### config.mk
export PLATFORM = sky130hd
export DESIGN_NAME = temporizador_descendente_flat
export DESIGN_NICKNAME = d
export VERILOG_FILES = /design/src/rtl/temporizador_descendente_pkg.sv /design/src/rtl/temporizador_descendente_if.sv /design/src/rtl/temporizador_descendente_divisor_tick.sv /design/src/rtl/temporizador_descendente.sv /design/src/flat_wrapper.sv
export SDC_FILE = /design/constraint.sdc
export NUM_CORES = 1
export LEC_CHECK = 0
export CORE_MARGIN = 3
export CORE_UTILIZATION = 41
export DETAILED_ROUTE_END_ITERATION = 8
export HOLD_SLACK_MARGIN = 0.1
export PLACE_DENSITY = 0.8
export SLEW_MARGIN = 20
export SYNTH_ARGS = -nofsm -noshare
export SYNTH_HDL_FRONTEND = slang
export SYNTH_SLANG_ARGS = --single-unit
### constraint.sdc
create_clock -name clk -period 1.9 [get_ports clk]
set_input_delay 0.475 -clock clk [delete_from_list [all_inputs] [get_ports clk]]
set_output_delay 0.475 -clock clk [all_outputs]
set_load 0.03 [all_outputs]
### src/rtl/temporizador_descendente_pkg.sv
// Shared types for the down-counting timer: FSM state encoding and default sizes.
package temporizador_descendente_pkg;

  // Encoding 2'd3 is never entered; the FSM treats it as IDLE.
  typedef enum logic [1:0] {
    ST_IDLE  = 2'd0,
    ST_RUN   = 2'd1,
    ST_PAUSE = 2'd2
  } tmr_state_t;

  localparam int DEFAULT_WIDTH    = 8;
  localparam int DEFAULT_PRESCALE = 1;

endpackage

### src/rtl/temporizador_descendente_if.sv
// Command/status bundle between the sequencer (master) and the timer (slave).
interface temporizador_descendente_if #(
  parameter int WIDTH = 8
);
  // No valid/ready pair: start/stop are level commands sampled on every rising
  // edge (stop always wins), load_val is taken on an accepted start, auto_reload
  // on the terminal edge; out/busy/done are registered, zero is combinational.
  logic [WIDTH-1:0] load_val;
  logic             start;
  logic             stop;
  logic             auto_reload;
  logic [WIDTH-1:0] out;
  logic             busy;
  logic             done;
  logic             zero;

  modport master (
    output load_val, start, stop, auto_reload,
    input  out, busy, done, zero
  );

  modport slave (
    input  load_val, start, stop, auto_reload,
    output out, busy, done, zero
  );
endinterface

### src/rtl/temporizador_descendente_divisor_tick.sv
// Prescaler: emits one tick every PRESCALE enabled cycles; phase survives en=0.
module divisor_tick #(
  parameter int PRESCALE = 1
) (
  input  logic clk,
  input  logic rstn,
  input  logic en,
  input  logic clr,
  output logic tick
);

  generate
    if (PRESCALE <= 1) begin : g_bypass
      logic w_unused;
      assign w_unused = &{1'b0, clk, rstn, clr};
      assign tick     = en;
    end else begin : g_div
      localparam int            CW   = $clog2(PRESCALE);
      localparam logic [CW-1:0] LAST = CW'(PRESCALE - 1);

      logic [CW-1:0] r_cnt;

      // clr outranks en so a reload restarts the phase even while running
      always_ff @(posedge clk or negedge rstn) begin
        if (!rstn) begin
          r_cnt <= '0;
        end else if (clr) begin
          r_cnt <= '0;
        end else if (en) begin
          r_cnt <= (r_cnt == LAST) ? '0 : r_cnt + 1'b1;
        end
      end

      assign tick = en && (r_cnt == LAST);
    end
  endgenerate

endmodule

### src/rtl/temporizador_descendente.sv
// Loadable down-counting timer with pause/resume, retrigger and optional auto-reload.
module temporizador_descendente
  import temporizador_descendente_pkg::*;
#(
  parameter int WIDTH    = DEFAULT_WIDTH,
  parameter int PRESCALE = DEFAULT_PRESCALE
) (
  input  logic                              clk,
  input  logic                              rstn,
  temporizador_descendente_if.slave         bus,
  output tmr_state_t                        o_dbg_state
);

  tmr_state_t       r_state;
  logic [WIDTH-1:0] r_out;
  logic [WIDTH-1:0] r_reload;
  logic             r_busy;
  logic             r_done;

  logic w_load;
  logic w_en;
  logic w_tick;

  // A load is accepted from IDLE or RUN; in PAUSE the same command means resume.
  assign w_load = bus.start && !bus.stop && (r_state != ST_PAUSE);
  assign w_en   = (r_state == ST_RUN) && !bus.stop;

  divisor_tick #(
    .PRESCALE (PRESCALE)
  ) u_divisor_tick (
    .clk  (clk),
    .rstn (rstn),
    .en   (w_en),
    .clr  (w_load),
    .tick (w_tick)
  );

  always_ff @(posedge clk or negedge rstn) begin
    if (!rstn) begin
      r_state  <= ST_IDLE;
      r_out    <= '0;
      r_reload <= '0;
      r_busy   <= 1'b0;
      r_done   <= 1'b0;
    end else begin
      r_done <= 1'b0;
      case (r_state)
        ST_RUN: begin
          if (bus.stop) begin
            r_state <= ST_PAUSE;
          end else if (bus.start) begin
            if (bus.load_val == '0) begin
              r_out   <= '0;
              r_done  <= 1'b1;
              r_state <= ST_IDLE;
              r_busy  <= 1'b0;
            end else begin
              r_out    <= bus.load_val;
              r_reload <= bus.load_val;
            end
          end else if (w_tick) begin
            // The 1 -> 0 step belongs to the terminal logic, never to a plain decrement.
            if (r_out == WIDTH'(1)) begin
              r_done <= 1'b1;
              if (bus.auto_reload) begin
                r_out <= r_reload;
              end else begin
                r_out   <= '0;
                r_state <= ST_IDLE;
                r_busy  <= 1'b0;
              end
            end else if (r_out != '0) begin
              r_out <= r_out - 1'b1;
            end
          end
        end
        ST_PAUSE: begin
          if (bus.stop) begin
            r_state <= ST_IDLE;
            r_busy  <= 1'b0;
          end else if (bus.start) begin
            r_state <= ST_RUN;
          end
        end
        default: begin
          r_state <= ST_IDLE;
          if (bus.start && !bus.stop) begin
            if (bus.load_val == '0) begin
              r_out  <= '0;
              r_done <= 1'b1;
            end else begin
              r_out    <= bus.load_val;
              r_reload <= bus.load_val;
              r_state  <= ST_RUN;
              r_busy   <= 1'b1;
            end
          end
        end
      endcase
    end
  end

  assign bus.out     = r_out;
  assign bus.busy    = r_busy;
  assign bus.done    = r_done;
  assign bus.zero    = (r_out == '0);
  assign o_dbg_state = r_state;

endmodule

### src/flat_wrapper.sv
// flat-port wrapper written by rule: the top's interface ports become plain ports
module temporizador_descendente_flat import temporizador_descendente_pkg::*;
#(
  parameter int WIDTH    = DEFAULT_WIDTH,
  parameter int PRESCALE = DEFAULT_PRESCALE
)
  (clk, rstn, o_dbg_state, bus_load_val, bus_start, bus_stop, bus_auto_reload, bus_out, bus_busy, bus_done, bus_zero);
  temporizador_descendente_if #(.WIDTH(WIDTH)) bus_i ();
  input  logic clk;
  input  logic rstn;
  output tmr_state_t o_dbg_state;
  input wire logic [$bits(bus_i.load_val)-1:0] bus_load_val;
  input wire logic [$bits(bus_i.start)-1:0] bus_start;
  input wire logic [$bits(bus_i.stop)-1:0] bus_stop;
  input wire logic [$bits(bus_i.auto_reload)-1:0] bus_auto_reload;
  output wire logic [$bits(bus_i.out)-1:0] bus_out;
  output wire logic [$bits(bus_i.busy)-1:0] bus_busy;
  output wire logic [$bits(bus_i.done)-1:0] bus_done;
  output wire logic [$bits(bus_i.zero)-1:0] bus_zero;
  assign bus_i.load_val = bus_load_val;
  assign bus_i.start = bus_start;
  assign bus_i.stop = bus_stop;
  assign bus_i.auto_reload = bus_auto_reload;
  assign bus_out = bus_i.out;
  assign bus_busy = bus_i.busy;
  assign bus_done = bus_i.done;
  assign bus_zero = bus_i.zero;
  temporizador_descendente #(.WIDTH(WIDTH), .PRESCALE(PRESCALE)) u_core (.clk(clk), .rstn(rstn), .bus(bus_i), .o_dbg_state(o_dbg_state));
endmodule
==> flow_metrics.py, run 1 <==
metrics = {
    "pwr": {
        "p_leak_nw": 0.9616,
        "finalPower_mw": 1.989,
        "peakVddDrop_v": 0.0005021,
        "power-per-cell-area_nw_per_um2": 935.7,
        "pwr-share-comb_pct": 52.3,
        "p_sw_share_pct": 38.55,
        "clockPowerShare_pct": 18.3,
        "p_sw_uw": 766.8,
        "pwr-share-seq_pct": 29.4,
        "intPower_mw": 1.222,
    },
    "logic_synthesis": {
        "ys_warn_count": 0,
        "synthMuxAreaShare_pct": 9.027,
        "syn_nets": 150,
        "synth_edf_count": 0,
        "synth_common_cells": "20 x dfrtp_1, 12 x nand2_1, 12 x nor2_1",
        "synth_top_cell_by_area": "dfrtp_1",
        "synthTopCellsByArea": "dfrtp_1 40%, mux2_2 8.1%, ha_1 5.0%",
        "synth_fa_ha_area_share_pct": 5.015,
        "yosysSeqAreaShare_pct": 40.12,
        "synth_top_family_by_area": "compound AO/OA/AOI/OAI gates",
        "synth_top_area_share_pct": 40.12,
        "synthMostInstantiatedCell": "dfrtp_1",
        "synth_area_per_cell_um2": 9.450,
        "yosysUniqueCellTypes": 38,
        "synth_compound_area_share_pct": 21.87,
        "yosys.area_share.xor_xnor_pct": 0,
        "synth_simple_gate_area_share_pct": 20.06,
        "synth_flop_cell": "dfrtp_1",
        "synth-seq-cells": 20,
        "async_reset_ff_share_pct": 100.0,
        "syn-instance-count": 132,
        "syn_area_um2": 1247,
    },
    "floorplan": {
        "die_h_um": 61.16,
        "pin_count": 26,
        "die-width_um": 61.16,
        "die_area_um2": 3741,
        "initial_utilization_pct": 44.10,
        "placementRows": 19,
        "coreArea_um2": 2829,
    },
    "layout": {
        "final_layout_size_suffix_gt1_share_pct": 49.03,
        "n_antenna_cell": 0,
        "nets": 225,
        "final_util_pct": 75.14,
        "area_growth_syn_to_layout_pct": 70.41,
        "design_area_um2": 2126,
    },
    "detailed_routing": {
        "ant_nets": 0,
        "wl_mm": 4.179,
        "drtIter0Drc": 102,
        "vias": 1383,
        "drc_errors": 0,
        "viasPerCell": 5.835,
        "dr.pass1.iters": 4,
        "wl_per_cell_um": 17.63,
    },
    "global_route": {
        "grt_use_total_pct": 22.22,
        "grt_max_degree": 21,
        "grt_pass1_vias": 1259,
        "globalRoute.totalOverflow": 0,
        "antenna_found_initial": 0,
        "grt_pass1_wl_mm": 6.051,
    },
    "status": {
        "status": "finished with violations",
        "violations": "negative setup slack",
    },
    "place": {
        "post_dp_cell_area_um2": 1833,
        "dp_hpwl_mm": 2.688,
        "dp_slack_ns": -0.6204,
        "gp_congestion": 0.9267,
        "port_buffers": 25,
    },
    "critical_path": {
        "worstPathRequired_ns": 1.42,
        "rrSetupSlack_ns": -0.24,
        "crit_arrival_ns": 1.73,
        "crit_path_start_kind": "flop",
        "rr_worst_depth": 10,
        "end_kind": "output port",
        "cp_max_fo": 2,
        "crit_type": "reg -> out",
    },
    "sta": {
        "tightest_slew_ns": 0.6349,
        "fin_ws_ns": -0.3032,
        "rsz0062_at_grt": "true",
        "max-slew-margin-rel_pct": 57.23,
        "max_freq_mhz": 453.9,
        "layout_min_cycle_time_ns": 2.203,
        "finalCritPeriodShare_pct": 116.0,
        "fin_skew_ns": 0.001242,
        "setup_viol": 12,
        "report.final.slew_viol_count": 0,
        "hold_viol": 0,
    },
    "run": {
        "drv_cap": 0,
    },
    "clock_tree": {
        "clock_latency_ns": 0.31,
        "numCtsBuffers": 3,
        "cts_buffer_depth": 2,
        "h-tree-depth": 1,
        "clock-root-buffer": "clkbuf_4",
        "cts_hold_buf": 0,
        "cts.sinks": 20,
        "path_clk_slew_ns": 0.13,
        "cts_tree": "built",
    },
    "hold_path": {
        "worstHoldPathType": "in -> async",
    },
}
==> worst max-delay path, stage by stage (launching register included) <==
cell	delay, ns
dfrtp_2	0.42
or4_4	0.56
nor4b_4	0.26
buf_6	0.17
==> area by class of cell <==
class / instances / area, um2
fill: 194 / 703.2
clock buffer: 3 / 22.52
tap: 31 / 38.79
inverter: 6 / 22.52
sequential: 20 / 505.5
timing repair buffer: 74 / 643.1
clock inverter: 1 / 30.03
multi-input combinational: 102 / 863.3
==> cells in the final DEF (no fill, tap or decap), drive strengths merged <==
cell type / synthesis / layout
buf: 2 / 50
dfrtp: 20 / 20
dlygate4sd2: 0 / 16
o21ai: 14 / 14
nor2: 13 / 13
nand2: 12 / 12
mux2: 10 / 10
a21oi: 10 / 10
clkdlybuf4s50: 0 / 7
inv: 6 / 6
nor3: 5 / 5
ha: 5 / 5
or4: 3 / 3
clkbuf: 2 / 3
and3: 3 / 3
a211oi: 2 / 2
nand2b: 2 / 2
o2bb2ai: 2 / 2
o21bai: 2 / 2
a31oi: 2 / 2
nor4: 2 / 2
o31ai: 2 / 2
or3b: 1 / 1
nor4b: 1 / 1
nor2b: 1 / 1
o211a: 1 / 1
a31o: 1 / 1
a22o: 1 / 1
a2111o: 1 / 1
o32ai: 1 / 1
a21boi: 1 / 1
nor3b: 1 / 1
nand3: 1 / 1
o22ai: 1 / 1
a311oi: 1 / 1
bufinv: 0 / 1
dlymetal6s2s: 0 / 1
==> per-layer routing <==
layer | GRT usage, % | vias to the layer above | share of wire (%)
met2 | 37.46 | 63 | 50
met1 | 27.60 | 680 | 42
met5 | 0 | - | 0
met4 | 9.907 | 0 | 1.6
met3 | 3.983 | 8 | 6.1
li1 | - | 632 | -
==> metrics by stage <==
stage	instances	hold slack, ns	setup TNS [ns]
4_1_cts	233	0.4926	-2.122
2_1_floorplan	132	0.1794	-2.392
5_1_grt	237	0.5054	-2.748
6_report	237	0.4953	-2.010
3_3_place_gp	225	0.4850	-5.159
3_5_place_dp	225	0.4870	-5.908
==> state kept, by name, indices dropped and copies added, names as in the netlist <==
name,flops
u_core.bus.busy,1
u_core.bus.done,1
u_core.bus.out,8
u_core.o_dbg_state,2
u_core.r_reload,8
==> kinds of logic (layout without fill, tap and decap cells) <==
group,after synthesis,count (layout)
mux,10,10
flops,20,20
simple gates,45,45
fa+ha+maj,5,5
buf+inv,10,84
compound gates,42,42
==> repair_timing <==
item | CTS | global route
setup buffers | 4 | 5
endpoints found under the setup margin | 29 | 23
gates resized for setup | 40 | 28
pin swaps | 14 | 9
==> power groups by stage <==
stage	Combinational [mW]	Sequential [mW]	Clock, mW
global route	1.10	0.592	0.385
floorplan	0.303	0.748	0
detailed placement	0.886	0.588	0
global placement	0.865	0.583	0
finish	1.04	0.585	0.364
CTS	0.916	0.580	0.369
==> path summary, 6_finish.rpt <==
check / from / endpoint
worst min register to register: u_core.r_reload[6] / u_core.r_reload[6]
max in group asynchronous: rstn / u_core.bus.out[7]
worst max register to register: u_core.bus.out[5] / u_core.bus.out[2]
min in group clk: u_core.r_reload[6] / u_core.r_reload[6]
worst max-delay path: u_core.bus.out[5] / bus_zero
worst min-delay path: rstn / u_core.bus.out[0]
Power figures use the tool's default switching activity.
==> inputs of run 2 (changes only) <==
Settings changed: CAP_MARGIN from default to 10.
==> results of run 2 <==
No change in the layout: final DEF, timing and power equal those of run 1.
==> inputs of run 3 (changes only) <==
Settings changed: CAP_MARGIN 10 to default, CTS_CLUSTER_SIZE from default to 25.
==> results of run 3 <==
No change in the layout: final DEF, timing and power equal those of run 1.
